**config.mk**
```make
export PLATFORM = sky130hd
export DESIGN_NAME = decoder_664_seq
export DESIGN_NICKNAME = d
export VERILOG_FILES = /design/src/rtl/decoder_664_seq.sv
export SDC_FILE = /design/constraint.sdc
export NUM_CORES = 1
export LEC_CHECK = 0
export BUFFER_PORTS_ARGS = -buffer_cell sky130_fd_sc_hd__buf_2
export CORE_UTILIZATION = 35
export CTS_CLUSTER_DIAMETER = 120
export DETAILED_ROUTE_END_ITERATION = 6
export PLACE_DENSITY = 0.55
export SYNTH_ARGS = -nofsm -noshare
export SYNTH_HDL_FRONTEND = slang
export SYNTH_SLANG_ARGS = --single-unit
```
**constraint.sdc**
```tcl
create_clock -name clk -period 4.9 [get_ports clk]
set_clock_uncertainty 0.2 [all_clocks]
set_input_delay 0.245 -clock clk [delete_from_list [all_inputs] [get_ports clk]]
set_output_delay 0.245 -clock clk [all_outputs]
set_load 0.01 [all_outputs]
```
**src/rtl/decoder_664_seq.sv**
```systemverilog
// rtl/decoder_664_seq.sv - splits a length/base command into 64-lane beats with thermometer masks
//
// Purpose: accepts one command (element count + word address) at a time and
// emits one beat per 64 elements, each carrying the lane-0 address, an active
// lane count, a thermometer lane mask and a last flag, then pulses done.
//
// Ports:
//   clk, rst_n             clock, synchronous active-low reset
//   cmd_valid/cmd_ready    command handshake; cmd_len/cmd_base sampled at acceptance
//   beat_valid/beat_ready  beat handshake
//   beat_addr              address of lane 0 of the current beat
//   beat_mask              lane-enable mask (bit i = lane i)
//   beat_cnt               active lane count 1..64
//   beat_last              final beat of the command
//   busy                   command in progress
//   done                   one-cycle completion pulse
module decoder_664_seq #(
    parameter int LEN_W = 16,
    parameter int LANES = 64
) (
    input  logic             clk,
    input  logic             rst_n,
    input  logic             cmd_valid,
    output logic             cmd_ready,
    input  logic [LEN_W-1:0] cmd_len,
    input  logic [LEN_W-1:0] cmd_base,
    output logic             beat_valid,
    input  logic             beat_ready,
    output logic [LEN_W-1:0] beat_addr,
    output logic [63:0]      beat_mask,
    output logic [6:0]       beat_cnt,
    output logic             beat_last,
    output logic             busy,
    output logic             done
);

    localparam logic [LEN_W-1:0] LANES_L = LEN_W'(LANES);
    localparam logic [6:0]       LANES_C = 7'(LANES);

    typedef enum logic [1:0] {
        S_IDLE  = 2'd0,
        S_ISSUE = 2'd1,
        S_DONE  = 2'd2
    } state_t;

    state_t           state_q, state_d;
    logic [LEN_W-1:0] rem_q, rem_d;
    logic [LEN_W-1:0] addr_q, addr_d;
    logic [6:0]       cnt_q, cnt_d;
    logic [63:0]      mask_q, mask_d;
    logic             last_q, last_d;
    logic             load;

    always_comb begin
        state_d = state_q;
        rem_d   = rem_q;
        addr_d  = addr_q;
        cnt_d   = cnt_q;
        mask_d  = mask_q;
        last_d  = last_q;
        load    = 1'b0;

        case (state_q)
            S_IDLE: begin
                if (cmd_valid) begin
                    if (cmd_len == '0) begin
                        state_d = S_DONE;
                    end else begin
                        state_d = S_ISSUE;
                        rem_d   = cmd_len;
                        addr_d  = cmd_base;
                        load    = 1'b1;
                    end
                end
            end
            S_ISSUE: begin
                if (beat_ready) begin
                    if (last_q) begin
                        state_d = S_DONE;
                    end else begin
                        // Non-last beats always carry a full lane set, and the
                        // address wraps naturally at the field width.
                        rem_d  = rem_q - LEN_W'(cnt_q);
                        addr_d = addr_q + LANES_L;
                        load   = 1'b1;
                    end
                end
            end
            S_DONE: begin
                state_d = S_IDLE;
            end
            default: begin
                state_d = S_IDLE;
            end
        endcase

        // Beat fields are precomputed from the next remaining count so they
        // come straight out of registers with no bubble between beats.
        if (load) begin
            if (rem_d >= LANES_L) begin
                cnt_d = LANES_C;
            end else begin
                cnt_d = rem_d[6:0];
            end
            last_d = (rem_d <= LANES_L);
            if (cnt_d == LANES_C) begin
                mask_d = '1;
            end else begin
                mask_d = (64'd1 << cnt_d) - 64'd1;
            end
        end
    end

    always_ff @(posedge clk) begin
        if (!rst_n) begin
            state_q <= S_IDLE;
            rem_q   <= '0;
            addr_q  <= '0;
            cnt_q   <= '0;
            mask_q  <= '0;
            last_q  <= 1'b0;
        end else begin
            state_q <= state_d;
            rem_q   <= rem_d;
            addr_q  <= addr_d;
            cnt_q   <= cnt_d;
            mask_q  <= mask_d;
            last_q  <= last_d;
        end
    end

    assign cmd_ready  = (state_q == S_IDLE);
    assign beat_valid = (state_q == S_ISSUE);
    assign busy       = (state_q != S_IDLE);
    assign done       = (state_q == S_DONE);
    assign beat_addr  = addr_q;
    assign beat_mask  = mask_q;
    assign beat_cnt   = cnt_q;
    assign beat_last  = last_q;

endmodule

```
==> out/metrics.yaml <==
die_y_um: 137.8
status: "finished clean"
ys.flop_type: "dfxtp_1"
cts_tree: "yes"
antenna_cells: 0
initial_core_util_pct: 35.79
rsz0062_at_grt: "false"
core_area_sq_um: 18020
drive_gt1_share_pct: 22.95
max_clock_freq_mhz: 218.1
cp.arrival_ns: 4.64
clk_pin_slew_ns: 0.07
ant_nets: 0
synth_edf_count: 0
start_kind: "flop"
p_per_area_nw_per_um2: 326.7
worstPathRequired_ns: 4.95
crit_path_max_fanout: 26
clock_latency_ns: 0.36
routedWlPerCell_um: 20.62
dr.pass1.iters: 6
area_growth_pct: 21.70
die_w_um: 137.8
fin_tns_setup_ns: 0
place_area_sq_um: 7467
synth_cell_type_count: 87
overflow: 0
grt_antenna_before_repair: 0
p_leak_nw: 3.196
maxSlewHeadroom_pct: 44.28
cts_buffers: 9
ctsHtreeMaxLevel: 3
syn_area_sq_um: 6451
num_rows: 49
final_common_cell: "buf_2"
io_pins: 128
final_cell_mix: "buf_2, dfxtp_1, nor2_1"
synthArstFlopShare_pct: 0
grt_max_degree: 40
clock_sinks: 106
synth_fp_nets: 886
vdd_drop_max_mv: 0.1828
postLayoutCellArea_sq_um: 7851
clk_path_buf_depth: 2
synth_area_per_cell_sq_um: 7.680
fin_crit_sh_pct: 93.58
tightest_slew_ns: 0.8358
hold_violations: 0
routabilityCongestion: 0.9506
cts_root_buf: "clkbuf_16"
grt_first_pass_wirelength_um: 38010
grt_pass1_vias: 6556
synthCells: 840
avgViaCountPerCell: 6.025
seq_area_frac_synth_pct: 32.89
port_buffers: 127
die-area_sq_um: 18980
drcViolationCount: 0
hp-class: "input port to flop"
yosys_warnings: 0
final_max_slew_viol_count: 0
place_hpwl_um: 17930
end_kind: "flop"
num_vias: 7260
period_needed_ns: 4.585
wirelength_um: 24850
maxCapViolCount: 0
nets: 1017
finalSetupViolCount: 0
critical_path_class: "flop to flop"
grt_usage_pct: 26.27
synth-seq-cells: 106
drt_iter0_drc: 744
[Yosys cell counts (all sizes together), types with 9 or more instances]
cell / instances / area, sq um
dfxtp: 106 / 2122
nor2: 104 / 397.9
nand2: 86 / 330.3
o21ai: 79 / 395.4
a21oi: 63 / 319.1
clkbuf: 41 / 153.9
nand3: 28 / 145.1
a31oi: 25 / 162.6
nor3: 24 / 120.1
a211oi: 22 / 165.2
buf: 20 / 108.9
inv: 17 / 63.81
nor4: 16 / 148.9
o22ai: 14 / 87.58
and2: 11 / 68.82
and3: 10 / 62.56
or4: 10 / 86.33
a22oi: 9 / 67.56
ha: 9 / 112.6
[per-stage QoR]
step | setup WS [ns] | utilization (%) | power [W] | hold WS [ns] | instances
finish | 0.3146 | 43.56 | 0.002565 | 0.001313 | 1205
global route | 0.001072 | 43.56 | 0.002693 | 0.02008 | 1205
CTS | 0.2640 | 43.55 | 0.002565 | 0.001886 | 1205
detailed placement | 0.3846 | 41.43 | 0.001802 | 0.2376 | 1181
global placement | 0.4970 | 41.43 | 0.001804 | 0.2366 | 1181
floorplan | 0.3466 | - | 0.001501 | 0.1810 | 840
[kinds of logic (layout without fill, tap and decap cells)]
group	count (synthesis)	after routing	share of synthesized area, %
fa+ha+maj	10	10	2.056
xor+xnor	10	10	1.358
compound gates	305	305	32.12
buf+inv	78	214	5.062
simple gates	326	326	25.74
flops	106	106	32.89
mux	5	5	0.7758
[power by group]
group	switching (W)	internal [W]	total, W
Sequential	0.0000550	0.000939	0.000994
Combinational	0.000534	0.000282	0.000815
Clock	0.000352	0.000403	0.000756
Total	0.000941	0.00162	0.00257
[final cells by class]
type / instances / area [sq um]
Sequential cell: 106 / 2122
Inverter: 17 / 63.81
Clock inverter: 6 / 73.82
Multi-Input combinational cell: 656 / 4015
Fill cell: 1894 / 10170
Clock buffer: 10 / 229.0
Timing Repair Buffer: 181 / 1061
Tap cell: 229 / 286.5
[worst max-delay path: stages, from the launching register on]
cell and delay [ns]:
dfxtp_1 0.32, inv_1 0.06, ha_1 0.21, fa_1 0.40, nor2b_1 0.21, o311ai_1 0.16
a21oi_1 0.45, nor3_1 0.10, a311o_1 0.33, nor4_4 0.37, nand3_2 0.16, nor2_1 0.17
nand2_1 0.08, ha_1 0.23, buf_4 0.23, a2111o_1 0.39, o21a_1 0.11, a211oi_1 0.29
[final timing paths]
path | from | to | slack (ns) | cells after the start
hold / removal | cmd_base[15] | beat_addr[15]$_SDFFE_PN0P_ | 0.001 | 3
setup / recovery | rem_q[0]$_SDFF_PN0_ | beat_mask[56]$_SDFFE_PN0P_ | 0.31 | 17
setup reg to reg | rem_q[0]$_SDFF_PN0_ | beat_mask[56]$_SDFFE_PN0P_ | 0.31 | 17
hold reg to reg | beat_mask[35]$_SDFFE_PN0P_ | beat_mask[35]$_SDFFE_PN0P_ | 0.25 | 2
[metal layers]
metal / GRT usage (%) / wire length [um] / part of all wire (%)
met5: 0 / 0 / 0
met3: 4.562 / 2052 / 8.3
met4: 9.722 / 662 / 2.7
met1: 36.36 / 11150 / 45
met2: 40.51 / 10990 / 44
[sequential cells by signal, summed over array words and instances (netlist names)]
signal and cells:
beat_cnt 7, beat_addr 16, state_q 2, beat_last 1, beat_mask 64, rem_q 16
[what timing repair did]
action                                  4_1_cts  5_1_grt
setup buffers                                 0        0
hold endpoints to repair                      8        0
hold buffers                                  8        0
endpoints found under the setup margin        0        1
gates resized for setup                       0        2
Note: power is estimated with default switching activity, not from simulation.
